**config.mk**
```make
export PLATFORM = sky130hd
export DESIGN_NAME = jogador_automatico
export DESIGN_NICKNAME = d
export VERILOG_FILES = /design/src/rtl/jogador_automatico.sv
export SDC_FILE = /design/constraint.sdc
export NUM_CORES = 1
export LEC_CHECK = 0
export BUFFER_PORTS_ARGS = -buffer_cell sky130_fd_sc_hd__buf_4
export CAP_MARGIN = 20
export CORE_ASPECT_RATIO = 1.1
export CORE_MARGIN = 4
export CORE_UTILIZATION = 25
export CTS_CLUSTER_SIZE = 16
export DETAILED_ROUTE_END_ITERATION = 8
export PLACE_DENSITY_LB_ADDON = 0.1
export RECOVER_POWER = 50
export SETUP_SLACK_MARGIN = 0.02
export SYNTH_ARGS = -nofsm -noshare
export SYNTH_HDL_FRONTEND = slang
export SYNTH_SLANG_ARGS = --single-unit
```
**constraint.sdc**
```tcl
create_clock -name clock -period 9 [get_ports clock]
set_input_delay 1.35 -clock clock [delete_from_list [all_inputs] [get_ports clock]]
set_output_delay 1.35 -clock clock [all_outputs]
set_load 0.05 [all_outputs]
```
**src/rtl/jogador_automatico.sv**
```systemverilog
// Automatic player: captures a one-hot LED sequence shown by the game, waits for
// the display to go quiet, then replays it as timed button presses.
module jogador_automatico #(
  parameter int unsigned MAX_SEQ   = 16,
  parameter int unsigned T_QUIET   = 100,
  parameter int unsigned T_PRESS   = 10,
  parameter int unsigned T_RELEASE = 10
) (
  input  logic       clock,
  input  logic       reset,
  input  logic       habilita,
  input  logic [3:0] leds,
  input  logic       fim_jogo,
  input  logic       errar,
  output logic [3:0] botoes,
  output logic       jogando,
  output logic       erro_captura,
  output logic [3:0] db_contagem,
  output logic [3:0] db_estado
);

  localparam int unsigned QW   = (T_QUIET > 1) ? $clog2(T_QUIET) : 1;
  localparam int unsigned TMAX = (T_PRESS > T_RELEASE) ? T_PRESS : T_RELEASE;
  localparam int unsigned TW   = (TMAX > 1) ? $clog2(TMAX) : 1;

  localparam logic [QW-1:0] QUIET_LAST = QW'(T_QUIET - 1);
  localparam logic [TW-1:0] PRESS_LAST = TW'(T_PRESS - 1);
  localparam logic [TW-1:0] REL_LAST   = TW'(T_RELEASE - 1);
  localparam logic [4:0]    SEQ_MAX    = 5'(MAX_SEQ);

  typedef enum logic [3:0] {
    OCIOSO     = 4'h0,
    ESPERA_LED = 4'h1,
    SILENCIO   = 4'h2,
    PRESSIONA  = 4'h3,
    SOLTA      = 4'h4,
    ERRO       = 4'hE
  } state_t;

  state_t        state_q, state_d;
  logic [3:0]    leds_ant_q;
  logic [4:0]    count_q, count_d;
  logic [3:0]    idx_q, idx_d;
  logic [QW-1:0] quiet_q, quiet_d;
  logic [TW-1:0] timer_q, timer_d;
  logic [3:0]    botoes_q, botoes_d;
  logic          jogando_q, jogando_d;
  logic          erro_q, erro_d;
  logic [3:0]    mem_q [0:15];
  logic          mem_we_s;
  logic          capture_s;

  function automatic logic is_one_hot(input logic [3:0] p);
    return (p != 4'd0) && ((p & (p - 4'd1)) == 4'd0);
  endfunction

  // The deliberate mistake is the stored pattern rotated left by one position.
  function automatic logic [3:0] press_value(input logic [3:0] p, input logic wrong);
    return wrong ? {p[2:0], p[3]} : p;
  endfunction

  assign capture_s = (leds != 4'd0) && (leds_ant_q == 4'd0);

  // Next-state, counters and the value the registered outputs take at the next edge.
  always_comb begin
    state_d  = state_q;
    count_d  = count_q;
    idx_d    = idx_q;
    quiet_d  = quiet_q;
    timer_d  = timer_q;
    botoes_d = botoes_q;
    mem_we_s = 1'b0;

    if (fim_jogo && (state_q != OCIOSO)) begin
      state_d  = OCIOSO;
      count_d  = 5'd0;
      idx_d    = 4'd0;
      quiet_d  = '0;
      timer_d  = '0;
      botoes_d = 4'b0000;
    end else begin
      case (state_q)
        OCIOSO: begin
          if (habilita) begin
            state_d = ESPERA_LED;
            count_d = 5'd0;
            idx_d   = 4'd0;
            quiet_d = '0;
            timer_d = '0;
          end else begin
            state_d = OCIOSO;
          end
        end
        ESPERA_LED, SILENCIO: begin
          if (capture_s) begin
            if ((count_q == SEQ_MAX) || !is_one_hot(leds)) begin
              state_d = ERRO;
            end else begin
              mem_we_s = 1'b1;
              count_d  = count_q + 5'd1;
              quiet_d  = '0;
              state_d  = SILENCIO;
            end
          end else if (state_q == SILENCIO) begin
            if (leds != 4'd0) begin
              quiet_d = '0;
            end else if (quiet_q == QUIET_LAST) begin
              state_d  = PRESSIONA;
              idx_d    = 4'd0;
              timer_d  = '0;
              botoes_d = press_value(mem_q[0], errar && (count_q == 5'd1));
            end else begin
              quiet_d = quiet_q + QW'(1);
            end
          end else begin
            state_d = state_q;
          end
        end
        PRESSIONA: begin
          if (timer_q == PRESS_LAST) begin
            state_d  = SOLTA;
            timer_d  = '0;
            botoes_d = 4'b0000;
          end else begin
            timer_d = timer_q + TW'(1);
          end
        end
        SOLTA: begin
          if (timer_q == REL_LAST) begin
            timer_d = '0;
            if (({1'b0, idx_q} + 5'd1) < count_q) begin
              idx_d    = idx_q + 4'd1;
              state_d  = PRESSIONA;
              botoes_d = press_value(mem_q[idx_q + 4'd1],
                                     errar && (({1'b0, idx_q} + 5'd2) == count_q));
            end else begin
              state_d = ESPERA_LED;
              count_d = 5'd0;
            end
          end else begin
            timer_d = timer_q + TW'(1);
          end
        end
        ERRO: begin
          state_d  = ERRO;
          botoes_d = 4'b0000;
        end
        default: begin
          state_d  = OCIOSO;
          botoes_d = 4'b0000;
        end
      endcase
    end

    jogando_d = (state_d == PRESSIONA) || (state_d == SOLTA);
    erro_d    = (state_d == ERRO);
  end

  // State, counters, LED history and registered outputs.
  always_ff @(posedge clock or negedge reset) begin
    if (!reset) begin
      state_q    <= OCIOSO;
      leds_ant_q <= 4'd0;
      count_q    <= 5'd0;
      idx_q      <= 4'd0;
      quiet_q    <= '0;
      timer_q    <= '0;
      botoes_q   <= 4'd0;
      jogando_q  <= 1'b0;
      erro_q     <= 1'b0;
    end else begin
      state_q    <= state_d;
      leds_ant_q <= leds;
      count_q    <= count_d;
      idx_q      <= idx_d;
      quiet_q    <= quiet_d;
      timer_q    <= timer_d;
      botoes_q   <= botoes_d;
      jogando_q  <= jogando_d;
      erro_q     <= erro_d;
    end
  end

  // Sequence storage; stale entries are harmless because count gates every read.
  always_ff @(posedge clock) begin
    if (mem_we_s) begin
      mem_q[count_q[3:0]] <= leds;
    end
  end

  assign botoes       = botoes_q;
  assign jogando      = jogando_q;
  assign erro_captura = erro_q;
  assign db_contagem  = count_q[3:0] - 4'd1;
  assign db_estado    = state_q;

endmodule

```
==> results by group, run 1 <==
Cells and area
  • # fillers: 1971
  • Area grow syn2layout: 14.1%
  • Layout cells sized above 1: 14.8%
  • Finished Cell Area: 5610 µm²
  • Antenna Cells: 0
  • Area of the multi-input gates: 2030 µm²
  • Register area: 2770 µm²
  • Nets@finish: 438

Global routing
  • Antenna violations before repair: 0
  • Vias in the first global route: 3340
  • Largest net degree at the start of global routing: 35
  • Remaining Overflow, GRT: 0
  • Global-route wire length before repair: 19.6 mm
  • GRT Util Overall: 11.8%

Place
  • Pre-CTS setup slack: 4.95 ns
  • Post-DP HPWL: 8.82 mm
  • Placer Congestion: 0.726
  • Placed cell area: 5340 µm²
  • # port buffers: 22

Clock network
  • Total CTS buffers: 9
  • Clock sinks: 98
  • Clock Latency Late Sink: 0.35 ns
  • Reg clk slew, reported paths: 0.07 ns
  • H-Tree Depth: 3
  • Post-CTS Resized: 0
  • Hold buffer count at CTS: 0
  • Clock root buffer: clkbuf_16
  • TritonCTS clock tree: done
  • Setup Fix Bufs, Post-CTS: 0
  • Longest Clk Path Bufs: 2

Logic synthesis
  • Synth area leader: edfxtp_1
  • Async SR Flop Fraction: 34.7%
  • Avg Synthesized Cell Area: 12.4 µm²
  • Post-Synth Simple-Gate Area: 14.0%
  • Compound-Gate Fraction of Synth Area: 10.1%
  • Distinct cells, synth: 55
  • Synth top area share: 39.1%
  • Synth area leaders: edfxtp_1 (39%), dfrtp_1 (17%), mux4_2 (7.3%), ha_1 (3.8%), nor2_1 (2.6%)
  • Sequential share of the synthesized area: 56.4%
  • Post-Synth Adder-Cell Area: 4.02%
  • Ys flop type: edfxtp_1
  • Mapped Cells: 396
  • Xor-xnor portion of the synthesized cell area: 1.78%
  • Syn Std Cell Area: 4920 µm²
  • Post-synthesis mux area share: 11.4%
  • Synth warnings: 0
  • Synth Register Bits: 98
  • Syn nets: 420
  • Post-synth EDFFs: 64
  • Combinational family with the most area after synthesis: simple AND/OR/NAND/NOR gates

Timing
  • Fin. max-slew vios: 35
  • PnR worst setup slack: 5.04 ns
  • FMAX: 253 MHz
  • Sum Neg Setup Slack: 0 ns
  • Tcrit/Tclk final: 44.0%
  • Minimum clock period: 3.96 ns
  • Worst Skew: 0.00577 ns
  • Slew @ Worst Pin: 1.97 ns
  • Final setup fails: 0
  • Slew headroom: -31.0%
  • Final count of hold timing violations: 0
  • RSZ-0062 raised after global routing: no

Route
  • Remaining antenna violation count: 0
  • Routed length per placed instance: 18.4 µm
  • Post-Route WL: 12.3 mm
  • TritonRoute pass-1 iters: 4
  • Via Count: 3241
  • DRC errors left: 0
  • DRT iter0 DRCs: 234
  • Vias per std cell: 4.87

Die
  • Die area: 22000 µm²
  • Die Y: 155 µm
  • Die X: 142 µm
  • Ports: 23
  • FP Rows: 53
  • Starting Density: 25.6%
  • Core area: 19200 µm²

Status
  • Status: finished with violations
  • Failing checks: capacitance limit, slew limit

Worst setup path
  • WS Path Type: input port to flip-flop
  • CP Max Fanout: 22
  • Critical path startpoint category: input port
  • Reg2reg setup slack: 5.21 ns
  • CP required: 9.23 ns
  • Critical Path Sink Type: flip-flop
  • CP arrival: 4.19 ns

Pwr
  • Lkg Pwr: 1.94 nW
  • Total power: 0.00122 W
  • Pwr Density: 217 nW/µm²
  • Worst VDD drop: 0.0000822 V

Worst hold path
  • Hold/Removal Path Class: flip-flop to flip-flop

Flow run
  • Maxcap violations: 1
==> worst max-delay path, cell delays in order <==
cell,delay (ns)
clkbuf_1,0.40
or4_1,0.76
or4_4,0.57
a21oi_1,0.53
nand2b_1,0.23
mux2_2,0.34
==> placed cells by master, fill, tap and decap left out, types with 4 or more instances in the layout <==
cell | synthesis | final
mux4_2 | 16 | 16
xnor2_1 | 6 | 6
o211ai_1 | 5 | 5
clkbuf_16 | 0 | 9
a221o_1 | 4 | 4
nand4_1 | 15 | 15
nor2b_1 | 4 | 4
buf_4 | 0 | 15
nor3_1 | 14 | 14
a21oi_1 | 21 | 21
nand2b_1 | 4 | 4
nand3_1 | 10 | 10
clkbuf_1 | 11 | 9
ha_1 | 15 | 15
nand2_1 | 25 | 25
edfxtp_1 | 64 | 64
xor2_1 | 4 | 4
mux2i_1 | 12 | 12
o21ai_0 | 22 | 22
inv_1 | 13 | 13
nor2_1 | 34 | 34
mux2_2 | 7 | 7
or3_1 | 7 | 7
dfrtp_1 | 34 | 34
==> metal layers <==
metal  wire, µm  share of wire, %  up-vias  GRT usage (%)
met4        231               1.9        0           4.16
met2       6220                51       67           19.7
li1           -                 -     1547              -
met1       5420                44     1611           15.2
met3        384               3.1       16           2.49
met5          0                 0        -              0
==> final timing paths <==
check | from | endpoint | cells past startpoint
setup reg to reg | idx_q[1] | idx_q[3] | 9
hold / removal | timer_q[3] | timer_q[3] | 1
min in group asynchronous | reset | jogando | 1
setup / recovery | leds[3] | quiet_q[0] | 6
hold reg to reg | timer_q[3] | timer_q[3] | 1
max in group asynchronous | reset | botoes[3] | 1
==> kinds of logic after synthesis <==
family / after synthesis
adder cells (fa/ha/maj): 16
AND/OR/NAND/NOR: 132
XOR/XNOR: 10
multiplexers: 35
AO/OA/AOI/OAI: 75
buffers and inverters: 30
flip-flops: 98
==> cell usage after synthesis, drive strengths merged, types with 3 or more instances <==
library cell / instances
edfxtp: 64
dfrtp: 34
nor2: 34
nand2: 25
o21ai: 23
a21oi: 21
mux4: 16
ha: 15
nand4: 15
nor3: 14
inv: 13
mux2i: 12
clkbuf: 11
nand3: 10
mux2: 7
or3: 7
xnor2: 6
buf: 5
nand2b: 5
o211ai: 5
a221o: 4
nor2b: 4
nor4: 4
xor2: 4
a211oi: 3
o21a: 3
or2: 3
==> flip-flops by register name, summed over array words and instances, names as in the netlist <==
register	cells
timer_q	4
count_q	5
jogando	1
db_estado	4
quiet_q	7
mem_q	64
leds_ant_q	4
erro_captura	1
idx_q	4
botoes	4
==> where the power goes <==
part / internal [W] / switching [W] / total (W)
clock network: 0.000219 / 0.000179 / 0.000398
registers: 0.000496 / 0.0000282 / 0.000524
logic: 0.0000937 / 0.000200 / 0.000294
total: 0.000809 / 0.000407 / 0.00122
==> cell type report <==
type,count,share of cell area (%)
Clock buffer,10,4.08
Clock inverter,6,1.32
Inverter,14,0.936
Multi-Input combinational cell,268,36.2
Sequential cell,98,49.4
Tap cell,247,5.51
Timing Repair Buffer,23,2.54
==> stage by stage <==
stage	hold WS (ns)	utilization, %	cells
after floorplan	0.437	-	396
final	0.490	29.2	666
after global placement	0.455	27.8	650
after CTS	0.490	29.3	666
after global routing	0.507	29.2	666
after detailed placement	0.473	27.8	650
Power figures use the tool's default switching activity.
==> inputs of run 2 (changes only) <==
Clock period 9 ns to 3.9 ns, I/O delays scaled along.
==> run 2 against run 1 <==
Clock power rose by 110%. Critical path depth rose by 4. Clock skew rose by 0.0046 ns. Critical endpoint is now idx_q[2]. Setup slack got worse by 4.2 ns. Sequential power rose by 130%. The run still ends with capacitance limit, slew limit left. Via count rose by 1.4%. Sequential cell count did not move. Routed wire length rose by 3.5%. Largest power group unchanged. Non-clock buffer count rose by 12. Sequential share of layout area fell by 0.53 points. Hold slack got worse by 0.0085 ns. Register-to-register slack got worse by 4.4 ns.
==> results by group, run 2 (same netlist as run 1, synthesis figures left out) <==
Cells and area
  • Antenna Cells: 0
  • # fillers: 1986
  • Nets@finish: 450
  • Commonest non-fill, non-tap cells in the layout: edfxtp_1 (64), nor2_1 (34), dfrtp_1 (34)
  • Final Util: 29.5%
  • Number of flip-flops in the largest register: 64
  • Layout cells sized above 1: 16.7%
  • Area grow syn2layout: 15.3%
  • Most common cell after layout, fill and taps aside: edfxtp_1

Timing
  • Worst Skew: 0.0104 ns
  • Final setup fails: 0
  • Final count of hold timing violations: 0
  • FMAX: 324 MHz
  • Slew headroom: -31.9%
  • Sum Neg Setup Slack: 0 ns
  • Tcrit/Tclk final: 79.2%
  • Fin. max-slew vios: 35
  • Minimum clock period: 3.09 ns
  • RSZ-0062 raised after global routing: no
  • Slew @ Worst Pin: 1.98 ns

Global routing
  • GR Layer Usage met2: 19.5%
  • Remaining Overflow, GRT: 0
  • GRT Util Overall: 12.0%
  • Global-route wire length before repair: 19.9 mm
  • GR Util met1: 16.3%
  • Largest net degree at the start of global routing: 35
  • Vias in the first global route: 3331
  • Most Crowded Layer GR: met2
  • GRT met3 Usage: 2.71%
  • Antenna violations before repair: 0

Die
  • Starting Density: 25.6%
  • FP Rows: 53
  • Die area: 22000 µm²
  • Core area: 19200 µm²
  • Die Y: 155 µm
  • Ports: 23
  • Die X: 142 µm

Pwr
  • Lkg Pwr: 2.00 nW
  • Pwr Density: 486 nW/µm²
  • Worst VDD drop: 0.000263 V

Worst setup path
  • Critical Path Max Stage Delay: 0.55 ns
  • CP Max Fanout: 8
  • Critical path startpoint category: flip-flop
  • CP arrival: 3.33 ns
  • Critical Path Sink Type: flip-flop
  • Slowest CP cell: a21boi_0
  • WS Path Type: flip-flop to flip-flop
  • CP dominant cell by count: ha_1
  • CP required: 4.14 ns
  • CP Cell Sequence: ha_1, xnor2_1, buf_4, inv_1, ha_1, o211ai_1, a21boi_0, o21ai_0, nand4_1, mux2_2

Place
  • Post-DP HPWL: 9.33 mm
  • # port buffers: 22
  • Placer Congestion: 0.752

Clock network
  • Total CTS buffers: 9
  • Setup Fix Bufs, Post-CTS: 0
  • Longest Clk Path Bufs: 2
  • Reg clk slew, reported paths: 0.07 ns
  • TritonCTS clock tree: done
  • Clock root buffer: clkbuf_16
  • Clock Latency Late Sink: 0.35 ns
  • Clock sinks: 98
  • H-Tree Depth: 3
  • Hold buffer count at CTS: 0
  • Post-CTS Resized: 0

Route
  • TritonRoute pass-1 iters: 4
  • DRC errors left: 0
  • Via Count: 3286
  • Post-Route WL: 12.7 mm
  • DRT iter0 DRCs: 206
  • Vias per std cell: 4.85
  • Routed length per placed instance: 18.7 µm
  • Remaining antenna violation count: 0

Worst hold path
  • Hold/Removal Path Class: flip-flop to flip-flop

Flow run
  • Maxcap violations: 1

Status
  • Status: finished with violations
  • Failing checks: capacitance limit, slew limit
## run 2: cell types whose count changed in the layout (fill, tap and decap cells not counted)
| cell | previous run | this run |
|---|---|---|
| clkinv_2 | 0 | 1 |
| clkinvlp_4 | 2 | 0 |
| bufinv_16 | 1 | 0 |
| buf_4 | 15 | 26 |
| clkinv_1 | 1 | 3 |
| inv_8 | 1 | 2 |
## run 2: stage by stage
step / worst slack, ns / area (µm²) / hold slack, ns / power, W / cells
2_1_floorplan: 0.903 / 4920 / 0.289 / 0.00172 / 396
3_3_place_gp: 0.793 / 5430 / 0.475 / 0.00194 / 662
3_5_place_dp: 0.774 / 5430 / 0.466 / 0.00194 / 662
4_1_cts: 0.763 / 5710 / 0.202 / 0.00280 / 678
5_1_grt: 0.612 / 5670 / 0.507 / 0.00291 / 678
6_report: 0.810 / 5670 / 0.482 / 0.00275 / 678
## run 2: critical path, delay by kind of cell, from the launching register on
| kind | cells | cell delay (ns) |
|---|---|---|
| AOI/OAI and AO/OA | 3 | 0.94 |
| buffers and inverters | 2 | 0.28 |
| adders and majority gates | 2 | 0.55 |
| DFF | 1 | 0.45 |
| muxes | 1 | 0.36 |
| and+or+nand+nor | 1 | 0.26 |
| xor gates and xnor gates | 1 | 0.14 |
## run 2: report_power, final
part	switching [W]	internal (W)
Sequential	0.0000610	0.00114
Combinational	0.000464	0.000231
Clock	0.000414	0.000440
## run 2: path summary, 6_finish.rpt
check | start | end | slack [ns] | depth (start not counted)
min in group asynchronous | reset | jogando | 0.78 | 1
hold / removal | timer_q[3] | timer_q[3] | 0.48 | 1
setup reg to reg | idx_q[0] | idx_q[2] | 0.81 | 10
setup / recovery | idx_q[0] | idx_q[2] | 0.81 | 10
hold reg to reg | timer_q[3] | timer_q[3] | 0.48 | 1
max in group asynchronous | reset | count_q[2] | 1.97 | 1
## run 2: layer usage
metal	up-vias	wire length [µm]
li1	1570	-
met1	1659	6000
met2	51	6130
met5	-	0
met4	0	116
met3	6	431
## run 2: area by class of cell
cell class	count	area [µm²]	share of cell area, %
multi-input combinational	268	2030	35.8
tap	247	309	5.45
sequential	98	2770	48.9
inverter	14	52.6	0.926
clock buffer	9	225	3.97
timing repair buffer	35	229	4.04
clock inverter	7	52.6	0.926
==> inputs of run 3 (changes only) <==
Clock period 3.9 ns to 2.5 ns, I/O delays scaled along.
==> run 3 against run 2 <==
The run now ends clean. Highest routed layer unchanged. Combinational power grew 70%. Clock power grew 67%. Critical endpoint is now botoes[3]. Routed wire length grew 1.7%. Fmax grew 32%. Utilization grew 2.5 points. Final area grew 8.3%. Largest cell class unchanged.
==> results by group, run 3 (same netlist as run 1, synthesis figures left out) <==
Timing
  • Slew headroom: 40.1%
  • Slew @ Worst Pin: 0.899 ns
  • Fin. max-slew vios: 0
  • FMAX: 426 MHz
  • Final setup fails: 0
  • PnR worst setup slack: 0.151 ns
  • Tcrit/Tclk final: 93.9%
  • Final count of hold timing violations: 0
  • Worst Skew: 0.00697 ns
  • RSZ-0062 raised after global routing: no
  • Minimum clock period: 2.35 ns
  • Worst hold slack: 0.419 ns

Worst setup path
  • Critical path startpoint category: flip-flop
  • Worst Setup SP: idx_q[1]
  • WS Path Type: flip-flop to flip-flop
  • Critical R2R Launch: idx_q[1]
  • Critical Path Sink Type: flip-flop
  • CP required: 2.74 ns
  • Reg2reg setup slack: 0.15 ns
  • CP arrival: 2.59 ns
  • CP Max Fanout: 4

Place
  • # port buffers: 22
  • Pre-CTS setup slack: -0.209 ns
  • Placed cell area: 5810 µm²
  • Post-DP HPWL: 9.70 mm
  • # placed instances: 709
  • Placer Congestion: 0.771

Clock network
  • Clock root buffer: clkbuf_16
  • Total CTS buffers: 9
  • TritonCTS clock tree: done
  • Longest Clk Path Bufs: 2
  • H-Tree Depth: 3
  • Clock sinks: 98
  • Clock Latency Late Sink: 0.35 ns
  • Reg clk slew, reported paths: 0.07 ns

Cells and area
  • Finished Cell Area: 6140 µm²
  • Final Util: 32.0%
  • Nets@finish: 499
  • Most common cell after layout, fill and taps aside: buf_4
  • Layout cells sized above 1: 27.7%
  • Antenna Cells: 0
  • Cell Count, Final, Fillers Out: 727
  • Number of flip-flops in the largest register: 64
  • Commonest non-fill, non-tap cells in the layout: buf_4 (68), edfxtp_1 (64), nor2_1 (33)
  • Area grow syn2layout: 24.9%

Status
  • Status: complete, no violations

Route
  • Vias per std cell: 4.70
  • Post-Route WL: 12.9 mm
  • Remaining antenna violation count: 0
  • DRT iter0 DRCs: 173
  • Routed length per placed instance: 17.7 µm
  • TritonRoute pass-1 iters: 4
  • DRC errors left: 0
  • Via Count: 3419

Die
  • FP Rows: 53
  • Die Y: 155 µm
  • Ports: 23
  • Core area: 19200 µm²
  • Die X: 142 µm
  • Die area: 22000 µm²
  • Starting Density: 25.6%

Pwr
  • Lkg Pwr: 2.23 nW
  • Pwr Density: 732 nW/µm²
  • Worst VDD drop: 0.000381 V

Worst hold path
  • Hold path startpoint: fim_jogo
  • Hold/Removal Path Class: input port to flip-flop

Global routing
  • Vias in the first global route: 3518
  • Global-route wire length before repair: 20.4 mm
  • Largest net degree at the start of global routing: 35
  • Antenna violations before repair: 0
  • Remaining Overflow, GRT: 0
  • GRT Util Overall: 12.4%

Flow run
  • Maxcap violations: 0
## run 3: cell count changes in the layout (fill, tap and decap cells not counted), sizes merged
cell         delta
buf            +45
bufinv          +1
clkbuf          +4
clkinv          -4
clkinvlp        +2
dlygate4sd3     +1
## run 3: metrics by stage
| stage | total power [W] | TNS (ns) |
|---|---|---|
| CTS | 0.00458 | 0 |
| detailed placement | 0.00313 | -1.91 |
| global placement | 0.00313 | -1.93 |
| floorplan | 0.00268 | -0.590 |
| finish | 0.00450 | 0 |
| global route | 0.00475 | 0 |
## run 3: where the power goes
part	leakage [nW]	total, W	internal (W)	switching (W)
Combinational	1.06	0.00118	0.000436	0.000748
Clock	0.142	0.00143	0.000791	0.000639
Sequential	1.03	0.00189	0.00179	0.0000958
Total	2.23	0.00450	0.00302	0.00148
## run 3: layer usage
layer | wire, µm | global-route usage [%]
met1 | 6190 | 16.8
met2 | 6190 | 19.8
met5 | 0 | 0
met4 | 234 | 4.71
met3 | 279 | 2.00
## run 3: final timing paths
path	endpoint	cells after the start
worst max-delay path	botoes[3]	7
worst min-delay path	idx_q[1]	4
worst max register to register	botoes[3]	7
worst min register to register	timer_q[3]	1
max in group asynchronous	idx_q[0]	2
min in group asynchronous	quiet_q[4]	2
## run 3: final cells by class
| class | count | area (µm²) |
|---|---|---|
| well taps | 247 | 309 |
| inverters | 14 | 52.6 |
| fillers | 1941 | 13100 |
| clock buffers | 10 | 229 |
| multi-input cells | 268 | 2080 |
| repair buffers | 84 | 618 |
| clock inverters | 6 | 73.8 |
| flip-flops and latches | 98 | 2780 |
## run 3: repair_timing
action / in CTS / in global routing
setup buffers: 0 / 1
resized for setup: 2 / 12
endpoints found under the hold margin: 24 / 0
pin swaps: 0 / 2
endpoints found under the setup margin: 4 / 24
hold buffers: 1 / 0
## run 3: critical path: stages (launching register included)
cell and delay [ns]:
dfrtp_2 0.45, ha_4 0.34, buf_12 0.11, mux4_2 0.50, nand4_1 0.12, nand4_1 0.10, mux2_2 0.28, a221o_1 0.32
